`config.mk`:
```
export PLATFORM = sky130hd
export DESIGN_NAME = guess_entry_flat
export DESIGN_NICKNAME = d
export VERILOG_FILES = /design/src/rtl/game_pkg.sv /design/src/rtl/guess_entry_if.sv /design/src/rtl/entry_err_timer.sv /design/src/rtl/guess_entry.sv /design/src/flat_wrapper.sv
export SDC_FILE = /design/constraint.sdc
export NUM_CORES = 1
export LEC_CHECK = 0
export ABC_CLOCK_PERIOD_IN_PS = 5000
export CORE_UTILIZATION = 40
export DETAILED_ROUTE_END_ITERATION = 6
export REMOVE_ABC_BUFFERS = 1
export SYNTH_ARGS = -nofsm -noshare
export SYNTH_HDL_FRONTEND = slang
export SYNTH_SLANG_ARGS = --single-unit
```
`constraint.sdc`:
```
create_clock -name clk -period 5 [get_ports clk]
set_input_delay 0.75 -clock clk [delete_from_list [all_inputs] [get_ports clk]]
set_output_delay 0.75 -clock clk [all_outputs]
set_load 0.01 [all_outputs]
```
`src/rtl/game_pkg.sv`:
```
// Shared types and constants for the guess entry path.
// Contents: key codes for the edit keys, the entry FSM state type, the
// digit type and a helper that classifies a key code as a digit.
package game_pkg;

  localparam int unsigned DIGIT_W = 4;
  localparam int unsigned DCNT_W  = 2;

  typedef logic [DIGIT_W-1:0] digit_t;

  localparam digit_t KEY_DEL = 4'hA;
  localparam digit_t KEY_CLR = 4'hB;
  localparam digit_t KEY_ENT = 4'hC;

  typedef enum logic [1:0] {
    EMPTY   = 2'd0,
    PARTIAL = 2'd1,
    FULL    = 2'd2,
    SUBMIT  = 2'd3
  } state_t;

  function automatic logic is_digit(input digit_t code);
    return code <= 4'd9;
  endfunction

endpackage

```
`src/rtl/guess_entry_if.sv`:
```
// Keypad-to-game bundle for guess_entry.
// slave  : keypad events and lock in; submitted guess, live buffer,
//          digit count, error flag and guess counter out.
// master : mirror view for the driving side.
interface guess_entry_if #(
  parameter int unsigned CNT_W = 7
);
  import game_pkg::*;

  logic             key_valid;
  digit_t           key_code;
  logic             lock;
  digit_t           oNum1;
  digit_t           oNum2;
  digit_t           oNum3;
  logic             oNumRdy;
  digit_t           oEntry1;
  digit_t           oEntry2;
  digit_t           oEntry3;
  logic [DCNT_W-1:0] digit_cnt;
  logic             err;
  logic [CNT_W-1:0] guess_cnt;

  modport slave (
    input  key_valid, key_code, lock,
    output oNum1, oNum2, oNum3, oNumRdy,
    output oEntry1, oEntry2, oEntry3, digit_cnt, err, guess_cnt
  );

  modport master (
    output key_valid, key_code, lock,
    input  oNum1, oNum2, oNum3, oNumRdy,
    input  oEntry1, oEntry2, oEntry3, digit_cnt, err, guess_cnt
  );

endinterface

```
`src/rtl/entry_err_timer.sv`:
```
// Rejected-key indicator: err is high for ERR_CYCLES cycles after a trigger.
// Ports: clk, reset (async, active high), trigger (reload), clear (force
// low), err (registered).
module entry_err_timer #(
  parameter int unsigned ERR_CYCLES = 25000000
) (
  input  logic clk,
  input  logic reset,
  input  logic trigger,
  input  logic clear,
  output logic err
);

  localparam int unsigned TW = $clog2(ERR_CYCLES + 1);

  logic [TW-1:0] count_q;
  logic [TW-1:0] count_d;

  // Clear beats trigger; a retrigger while running restarts the window.
  always_comb begin
    count_d = count_q;
    if (clear) begin
      count_d = '0;
    end else if (trigger) begin
      count_d = TW'(ERR_CYCLES);
    end else if (count_q != '0) begin
      count_d = count_q - TW'(1);
    end
  end

  always_ff @(posedge clk or posedge reset) begin
    if (reset) begin
      count_q <= '0;
      err     <= 1'b0;
    end else begin
      count_q <= count_d;
      err     <= (count_d != '0);
    end
  end

endmodule

```
`src/rtl/guess_entry.sv`:
```
// Collects a three-distinct-digit guess from keypad events and issues it
// to the game controller as a one-cycle oNumRdy pulse.
// Ports: clk, reset (async, active high), bus (guess_entry_if.slave):
//   key_valid/key_code/lock in; oNum1..3/oNumRdy submitted guess;
//   oEntry1..3/digit_cnt live buffer; err reject flag; guess_cnt submits.
module guess_entry
  import game_pkg::*;
#(
  parameter int unsigned ERR_CYCLES = 25000000,
  parameter int unsigned CNT_W      = 7
) (
  input  logic clk,
  input  logic reset,
  guess_entry_if.slave bus
);

  state_t              state_q, state_d;
  digit_t [2:0]        ent_q, ent_d;
  logic [DCNT_W-1:0]   cnt_q, cnt_d;
  digit_t [2:0]        num_q, num_d;
  logic                rdy_q, rdy_d;
  logic [CNT_W-1:0]    gcnt_q, gcnt_d;
  logic                err_trig;
  logic                err_clr;
  logic                dup;

  // Duplicate check against the occupied buffer positions only.
  assign dup = ((cnt_q > 2'd0) && (ent_q[0] == bus.key_code)) ||
               ((cnt_q > 2'd1) && (ent_q[1] == bus.key_code)) ||
               ((cnt_q > 2'd2) && (ent_q[2] == bus.key_code));

  // Next-state and datapath decode.
  always_comb begin
    state_d  = state_q;
    ent_d    = ent_q;
    cnt_d    = cnt_q;
    num_d    = num_q;
    rdy_d    = 1'b0;
    gcnt_d   = gcnt_q;
    err_trig = 1'b0;
    err_clr  = 1'b0;

    if (state_q == SUBMIT) begin
      // Keys arriving during the submit cycle are dropped.
      state_d = EMPTY;
    end else if (bus.key_valid) begin
      if (bus.key_code == KEY_CLR) begin
        ent_d   = '0;
        cnt_d   = '0;
        state_d = EMPTY;
        err_clr = 1'b1;
      end else if (!bus.lock) begin
        if (is_digit(bus.key_code)) begin
          if ((cnt_q == 2'd3) || dup) begin
            err_trig = 1'b1;
          end else begin
            case (cnt_q)
              2'd0:    ent_d[0] = bus.key_code;
              2'd1:    ent_d[1] = bus.key_code;
              default: ent_d[2] = bus.key_code;
            endcase
            cnt_d   = cnt_q + 2'd1;
            state_d = (cnt_q == 2'd2) ? FULL : PARTIAL;
          end
        end else if (bus.key_code == KEY_DEL) begin
          if (cnt_q != 2'd0) begin
            case (cnt_q)
              2'd1:    ent_d[0] = '0;
              2'd2:    ent_d[1] = '0;
              default: ent_d[2] = '0;
            endcase
            cnt_d   = cnt_q - 2'd1;
            state_d = (cnt_q == 2'd1) ? EMPTY : PARTIAL;
          end
        end else if (bus.key_code == KEY_ENT) begin
          if (state_q == FULL) begin
            num_d   = ent_q;
            rdy_d   = 1'b1;
            ent_d   = '0;
            cnt_d   = '0;
            state_d = SUBMIT;
            if (gcnt_q != '1) begin
              gcnt_d = gcnt_q + CNT_W'(1);
            end
          end else begin
            err_trig = 1'b1;
          end
        end
      end
    end
  end

  always_ff @(posedge clk or posedge reset) begin
    if (reset) begin
      state_q <= EMPTY;
      ent_q   <= '0;
      cnt_q   <= '0;
      num_q   <= '0;
      rdy_q   <= 1'b0;
      gcnt_q  <= '0;
    end else begin
      state_q <= state_d;
      ent_q   <= ent_d;
      cnt_q   <= cnt_d;
      num_q   <= num_d;
      rdy_q   <= rdy_d;
      gcnt_q  <= gcnt_d;
    end
  end

  entry_err_timer #(
    .ERR_CYCLES(ERR_CYCLES)
  ) u_err_timer (
    .clk    (clk),
    .reset  (reset),
    .trigger(err_trig),
    .clear  (err_clr),
    .err    (bus.err)
  );

  assign bus.oNum1     = num_q[0];
  assign bus.oNum2     = num_q[1];
  assign bus.oNum3     = num_q[2];
  assign bus.oNumRdy   = rdy_q;
  assign bus.oEntry1   = ent_q[0];
  assign bus.oEntry2   = ent_q[1];
  assign bus.oEntry3   = ent_q[2];
  assign bus.digit_cnt = cnt_q;
  assign bus.guess_cnt = gcnt_q;

endmodule
```
`src/flat_wrapper.sv`:
```
// flat-port wrapper written by rule: the top's interface ports become plain ports
module guess_entry_flat import game_pkg::*;
#(
  parameter int unsigned ERR_CYCLES = 25000000,
  parameter int unsigned CNT_W      = 7
)
  (clk, reset, bus_key_valid, bus_key_code, bus_lock, bus_oNum1, bus_oNum2, bus_oNum3, bus_oNumRdy, bus_oEntry1, bus_oEntry2, bus_oEntry3, bus_digit_cnt, bus_err, bus_guess_cnt);
  guess_entry_if #(.CNT_W(CNT_W)) bus_i ();
  input  logic clk;
  input  logic reset;
  input wire logic [$bits(bus_i.key_valid)-1:0] bus_key_valid;
  input wire logic [$bits(bus_i.key_code)-1:0] bus_key_code;
  input wire logic [$bits(bus_i.lock)-1:0] bus_lock;
  output wire logic [$bits(bus_i.oNum1)-1:0] bus_oNum1;
  output wire logic [$bits(bus_i.oNum2)-1:0] bus_oNum2;
  output wire logic [$bits(bus_i.oNum3)-1:0] bus_oNum3;
  output wire logic [$bits(bus_i.oNumRdy)-1:0] bus_oNumRdy;
  output wire logic [$bits(bus_i.oEntry1)-1:0] bus_oEntry1;
  output wire logic [$bits(bus_i.oEntry2)-1:0] bus_oEntry2;
  output wire logic [$bits(bus_i.oEntry3)-1:0] bus_oEntry3;
  output wire logic [$bits(bus_i.digit_cnt)-1:0] bus_digit_cnt;
  output wire logic [$bits(bus_i.err)-1:0] bus_err;
  output wire logic [$bits(bus_i.guess_cnt)-1:0] bus_guess_cnt;
  assign bus_i.key_valid = bus_key_valid;
  assign bus_i.key_code = bus_key_code;
  assign bus_i.lock = bus_lock;
  assign bus_oNum1 = bus_i.oNum1;
  assign bus_oNum2 = bus_i.oNum2;
  assign bus_oNum3 = bus_i.oNum3;
  assign bus_oNumRdy = bus_i.oNumRdy;
  assign bus_oEntry1 = bus_i.oEntry1;
  assign bus_oEntry2 = bus_i.oEntry2;
  assign bus_oEntry3 = bus_i.oEntry3;
  assign bus_digit_cnt = bus_i.digit_cnt;
  assign bus_err = bus_i.err;
  assign bus_guess_cnt = bus_i.guess_cnt;
  guess_entry #(.ERR_CYCLES(ERR_CYCLES), .CNT_W(CNT_W)) u_core (.clk(clk), .reset(reset), .bus(bus_i));
endmodule
```
* After elaboration in Yosys (flattened, before gate mapping)
Cells that the tools add are included.
** Word-level totals
- Flip-flop bits (word level) :: 62
- Bits of input ports :: 8
- Output and inout bits :: 35
- Logic and storage cells :: 130
** Cells by class
- Add/subtract/negate cells :: 4
- Magnitude comparators :: 4
- Equality and inequality tests :: 24
- Muxes and demuxes :: 57
- Bitwise operators :: 5
- Reduce and logical (&&, ||, !) cells :: 24
** Operators with widths (number)
- $mux 12 :: 8
- $mux 25 :: 3
- $reduce_bool 25->1 :: 2
- $mux 2 :: 19
- $reduce_and 9->1 :: 4
- $sub 25x1->25 const B :: 1
- $mux 4 :: 6
- $mux 1 :: 21
- $ne 4x2->1 const B :: 4
- $eq 4x4->1 :: 3
- $eq 4x4->1 const B :: 3
- $ne 3x2->1 const B :: 4
- $reduce_bool 5->1 :: 2
- $eq 2x2->1 const B :: 4
- $reduce_and 8->1 :: 1
- $reduce_bool 4->1 :: 2
- $add 7x1->7 const B :: 1
- $ne 7x7->1 const B :: 1
- $reduce_and 7->1 :: 1
- $reduce_and 6->1 :: 1
- $ne 5x2->1 const B :: 1
- $not 1->1 :: 5
- $gt 2x1->1 const B :: 2
- $le 4x4->1 const B :: 1
- other kinds (12) :: 18

* Longest topological paths before layout
- Depth in word-level cells :: 14
- Mapped depth :: 10
- Gate-level depth less buffers :: 9

* By module
Synthesis repeated with hierarchy kept, for this count alone.
** Unflattened totals
- Cells, all modules :: 390
- Area, all modules :: 3724.8 um^2
** By module, submodules not included
- guess_entry :: instances 1, cells each 216, area each 2162.1 um^2, sequential area each 900.9 um^2
- entry_err_timer :: instances 1, cells each 174, area each 1562.7 um^2, sequential area each 650.6 um^2

* Worst setup path after synthesis
OpenSTA, ideal clock, no wires.
- Path kind :: input -> register
- From :: in bus_key_code[1]
- To :: reg u_core.ent_q, in the netlist u_core.bus.oEntry2[0]
- Library setup time :: 0.125 ns
- Data arrival time :: 2.731 ns
- Data required time :: 4.875 ns
- Slack :: 2.145 ns
- Stages on the path :: 7
- Buffers on the path :: 1
- Cells stage by stage :: clkbuf_1 -> xor2_1 -> nor3_1 -> o41ai_1 -> o2111ai_1 -> nor3_1 -> mux2_2
** Between the ends
- Longest elaborated chain between the ends :: 7
- Elaborated cells on any way between the ends :: 25
** Ends and longest elaborated chain
- start: declaration :: RTL line flat_wrapper.sv:12 : input wire logic [$bits(bus_i.key_code)-1:0] bus_key_code;
- $eq 4x4->1, on equally long branches :: RTL line guess_entry.sv:28, guess_entry.sv:29
- $logic_and 1x1->1, on equally long branches :: RTL line guess_entry.sv:28, guess_entry.sv:29
- $logic_or 1x1->1 :: RTL line guess_entry.sv:28 : assign dup = ((cnt_q > 2'd0) && (ent_q[0] == bus.key_code)) ||
- $logic_or 1x1->1 :: RTL line guess_entry.sv:29 : ((cnt_q > 2'd1) && (ent_q[1] == bus.key_code)) ||
- $logic_or 1x1->1 :: RTL line guess_entry.sv:54 : if ((cnt_q == 2'd3) || dup) begin
- $ne 3x2->1 (no line)
- $reduce_and 9->1 (no line)
- end signal: assignment :: RTL line guess_entry.sv:103 : ent_q <= ent_d;
- end: declaration :: RTL line guess_entry.sv:18 : digit_t [2:0] ent_q, ent_d;
Parallel ways exist; a longest one is shown, timed or not. The select of a mux whose other input is x is not followed.
A chain may end at the register's enable or synchronous reset.

* Worst setup path after layout
- From :: in bus_key_code[3]
- To :: reg u_core.ent_q, in the netlist u_core.bus.oEntry1[3]
The elaborated chain is that of the path after synthesis.

==> results.sh <==
export IMPL_max_buffers_root_to_sink=2
export IMPL_cellInternalPower_mw=1.35
export IMPL_power_per_cell_area_mw_per_mm2=521
export IMPL_timing_critical_path_required_ns=5.22
export IMPL_whs_path_depth=1
export IMPL_final_antenna_net_count=0
export IMPL_cts_hold_buf=0
export IMPL_io_pins=43
export IMPL_post_cts_resized_instances=0
export IMPL_post_synth_top_area_cell="dfrtp_1"
export IMPL_report_final_setup_viol=0
export IMPL_p_leak_nw=1.71
export IMPL_number_of_antenna_violations_at_the_first_check_in_global_routing=0
export IMPL_fin_util=0.512
export IMPL_final_net_count=376
export IMPL_flop_and_latch_count_out_of_synthesis=62
export IMPL_worst_slew_margin_rel=0.476
export IMPL_crit_start="bus_key_code[3]"
export IMPL_yosysSeqAreaShare=0.468
export IMPL_power_ir_vdd_worst_v=0.000197
export IMPL_multiInputGateArea_mm2=0.00168
export IMPL_pin_count_of_the_biggest_net_entering_global_routing=40
export IMPL_cap_violations=0
export IMPL_cts_root_buffer_cell="clkbuf_8"
export IMPL_detail_route_first_pass_iterations=5
export IMPL_drt_drc_violations_left=0
export IMPL_diodes=0
export IMPL_power_share_switching=0.360
export IMPL_cp_end_kind="register"
export IMPL_hp_start="u_core.bus.guess_cnt[5]"
export IMPL_period_needed_ns=3.42
export IMPL_worst_path_class_setup="in2reg"
export IMPL_ys_warnings_count=0
export IMPL_clock_power_share=0.230
export IMPL_rr_worst_depth=7
export IMPL_routedWlPerCell_um=15.6
export IMPL_vias=2527
export IMPL_final_setup_skew_ns=0.0114
export IMPL_clock_fmax_ghz=0.292
export IMPL_chipWidth_um=93.0
export IMPL_arrival_ns=3.64
export IMPL_synth_cells_most_frequent="dfrtp_1, nor2_1, a21oi_1, mux2_2, xnor2_1"
export IMPL_worst_skew_pair_late_latency_ns=0.34
export IMPL_detailedRoute_firstIterationViolations=123
export IMPL_hpwlAfterDp_um=5270
export IMPL_reg2reg_to="u_core.bus.oEntry1[3]"
export IMPL_number_of_port_buffers=42
export IMPL_critical_path_startpoint_type="primary input"
export IMPL_total_power_mw=2.10
export IMPL_synth_flop_cell="dfrtp_1"
export IMPL_report_final_hold_viol_count=0
export IMPL_initial_core_util=0.420
export IMPL_fp_row_count=32
export IMPL_fillerInstances=697
export IMPL_grt_setup_unrepaired="false"
export IMPL_timing_rr_start="u_core.bus.digit_cnt[1]"
export IMPL_class_of_the_worst_hold_path="reg2reg"
export IMPL_design_die_area_mm2=0.00865
export IMPL_postCtsSetupRepairBufs=0
export IMPL_placed_cells=451
export IMPL_drt_total_wl_um=7300
export IMPL_final_cell_count_no_fill=467
export IMPL_cells_traversed_along_the_worst_timing_path="clkdlybuf4s50_1 > xnor2_1 > nand3_1 > nor4_1 > o41ai_1 > o2111ai_1 > nor3_1 > mux2_2"
export IMPL_power_share_of_the_sequential_group=0.418
export IMPL_sequential_cell_area_mm2=0.00155
export IMPL_netlist_area_mm2=0.00331
export IMPL_die_height_um=93.0
export IMPL_crit_path_top_delay_cell="clkdlybuf4s50_1"
export IMPL_synth_most_common_cell="dfrtp_1"
export IMPL_syn_mean_instance_area_um2=10.4
export IMPL_worst_path_max_fanout=14
export IMPL_cts_htree_levels=3
export IMPL_setup_tns_final_ns=0
export IMPL_cts_made_buffers=9
export IMPL_first_global_vias=2565
export IMPL_worst_case_register_to_register_setup_slack_ns=2.11
export IMPL_tightestPinTransition_ns=0.778
export IMPL_ys_top_cells_by_area="dfrtp_1, mux2_2, xnor2_1"
export IMPL_cts_clk_slew_worst_paths_ns=0.07
export IMPL_wire_length_of_the_first_global_routing_pass_um=12500
export IMPL_final_period_utilization=0.685
export IMPL_cts_sink_count=62
export IMPL_synth_distinct_cells=50
export IMPL_groute_usage_overall=0.187
export IMPL_async_flop_share=1.00
export IMPL_status="finished, final reports clean"
export IMPL_floorplan_core_area_mm2=0.00789
export IMPL_vias_per_cell=5.41
export IMPL_critPathMaxStageDelay_ns=0.77
export IMPL_timing_hold_worst_endpoint="u_core.bus.guess_cnt[5]"
export IMPL_area_share_of_the_largest_cell_type_after_synthesis=0.468
export IMPL_slew_viol_final=0
export IMPL_place_gp_congestion=0.956
export IMPL_global_route_overflow_total=0
export IMPL_switchingPower_mw=0.756
export IMPL_number_of_enable_type_register_cells_in_the_synthesized_netlist=0
export IMPL_layout_drive_gt1_share=0.121
export IMPL_syn_instance_count=318
export IMPL_power_frac_comb=0.352
export IMPL_area_growth_synth_to_final_pct=21.9
export IMPL_cts_tree="built"
## layout by cell type, fill, tap and decap left out, types with 3 or more instances in the layout
cell type,count
dfrtp_1,62
and2_1,3
nor4_1,10
xnor2_1,19
nand2_1,17
clkbuf_8,10
clkdlybuf4s50_1,42
and3_1,4
a211oi_1,3
nor2_1,29
or4_4,3
o21ai_0,3
nand4_1,5
a21oi_1,21
mux2_1,5
buf_4,3
ha_1,8
nor3_1,10
nand3_1,9
mux2_2,21
xor2_1,16
inv_1,5
or3_1,6
nand2b_1,6
## through the flow
stage               worst slack, ns  area, um2  hold slack [ns]
finish                         1.58       4040            0.491
global route                   1.37       4040            0.513
CTS                            1.65       4040            0.496
detailed placement             1.30       3820            0.486
global placement               1.32       3820            0.474
floorplan                      2.31       3250            0.511
## area by class of cell
| cell class | count | share of cell area |
|---|---|---|
| Inverter | 6 | 0.00558 |
| Timing Repair Buffer | 45 | 0.110 |
| Sequential cell | 62 | 0.384 |
| Clock buffer | 12 | 0.0359 |
| Clock inverter | 4 | 0.0174 |
| Tap cell | 102 | 0.0316 |
| Multi-Input combinational cell | 236 | 0.416 |
## flip-flops by register name, indices dropped and copies added (netlist names)
signal	flops
u_core.bus.oEntry1	4
u_core.bus.guess_cnt	7
u_core.bus.oNum3	4
u_core.bus.oEntry3	4
u_core.bus.digit_cnt	2
u_core.bus.oEntry2	4
u_core.u_err_timer.count_q	25
u_core.bus.oNum2	4
u_core.state_q	2
u_core.u_err_timer.err	1
u_core.bus.oNum1	4
u_core.bus.oNumRdy	1
## routing by layer
metal | part of all wire | wire length (um) | vias up | global-route usage
met4 | 0.019 | 136 | 0 | 0.0769
met3 | 0.048 | 350 | 15 | 0.0488
met5 | 0 | 0 | - | 0
li1 | - | - | 1232 | -
met1 | 0.48 | 3530 | 1213 | 0.254
met2 | 0.45 | 3280 | 67 | 0.284
## how the worst max path moves through the flow
stage	to
after floorplan	u_core.u_err_timer.err
after global placement	u_core.bus.oEntry2[3]
after detailed placement	u_core.bus.oEntry2[0]
after CTS	u_core.bus.oEntry1[3]
after global routing	u_core.bus.oEntry2[2]
final	u_core.bus.oEntry1[3]
## critical path, delay by kind of cell
kind / cells / cell delay (ns)
and+or+nand+nor: 3 / 0.75
buffers and inverters: 1 / 0.77
xor gates and xnor gates: 1 / 0.12
AOI/OAI and AO/OA: 2 / 0.84
muxes: 1 / 0.40
## power groups by stage
stage | Combinational, mW | Clock, mW | Sequential [mW]
5_1_grt | 0.830 | 0.521 | 0.908
6_report | 0.740 | 0.484 | 0.878
4_1_cts | 0.742 | 0.500 | 0.879
2_1_floorplan | 0.463 | 0 | 0.855
3_3_place_gp | 0.739 | 0 | 0.889
3_5_place_dp | 0.735 | 0 | 0.885
## cells by family (layout without fill, tap and decap cells)
kind of cell	count (synthesis)	after routing	share of synthesized area
muxes	28	28	0.0944
buffers and inverters	20	67	0.0253
adders and majority gates	8	8	0.0302
AOI/OAI and AO/OA	47	47	0.0944
DFF	62	62	0.468
and+or+nand+nor	118	118	0.195
xor gates and xnor gates	35	35	0.0925
No activity file was read; power rests on OpenSTA's default activity.
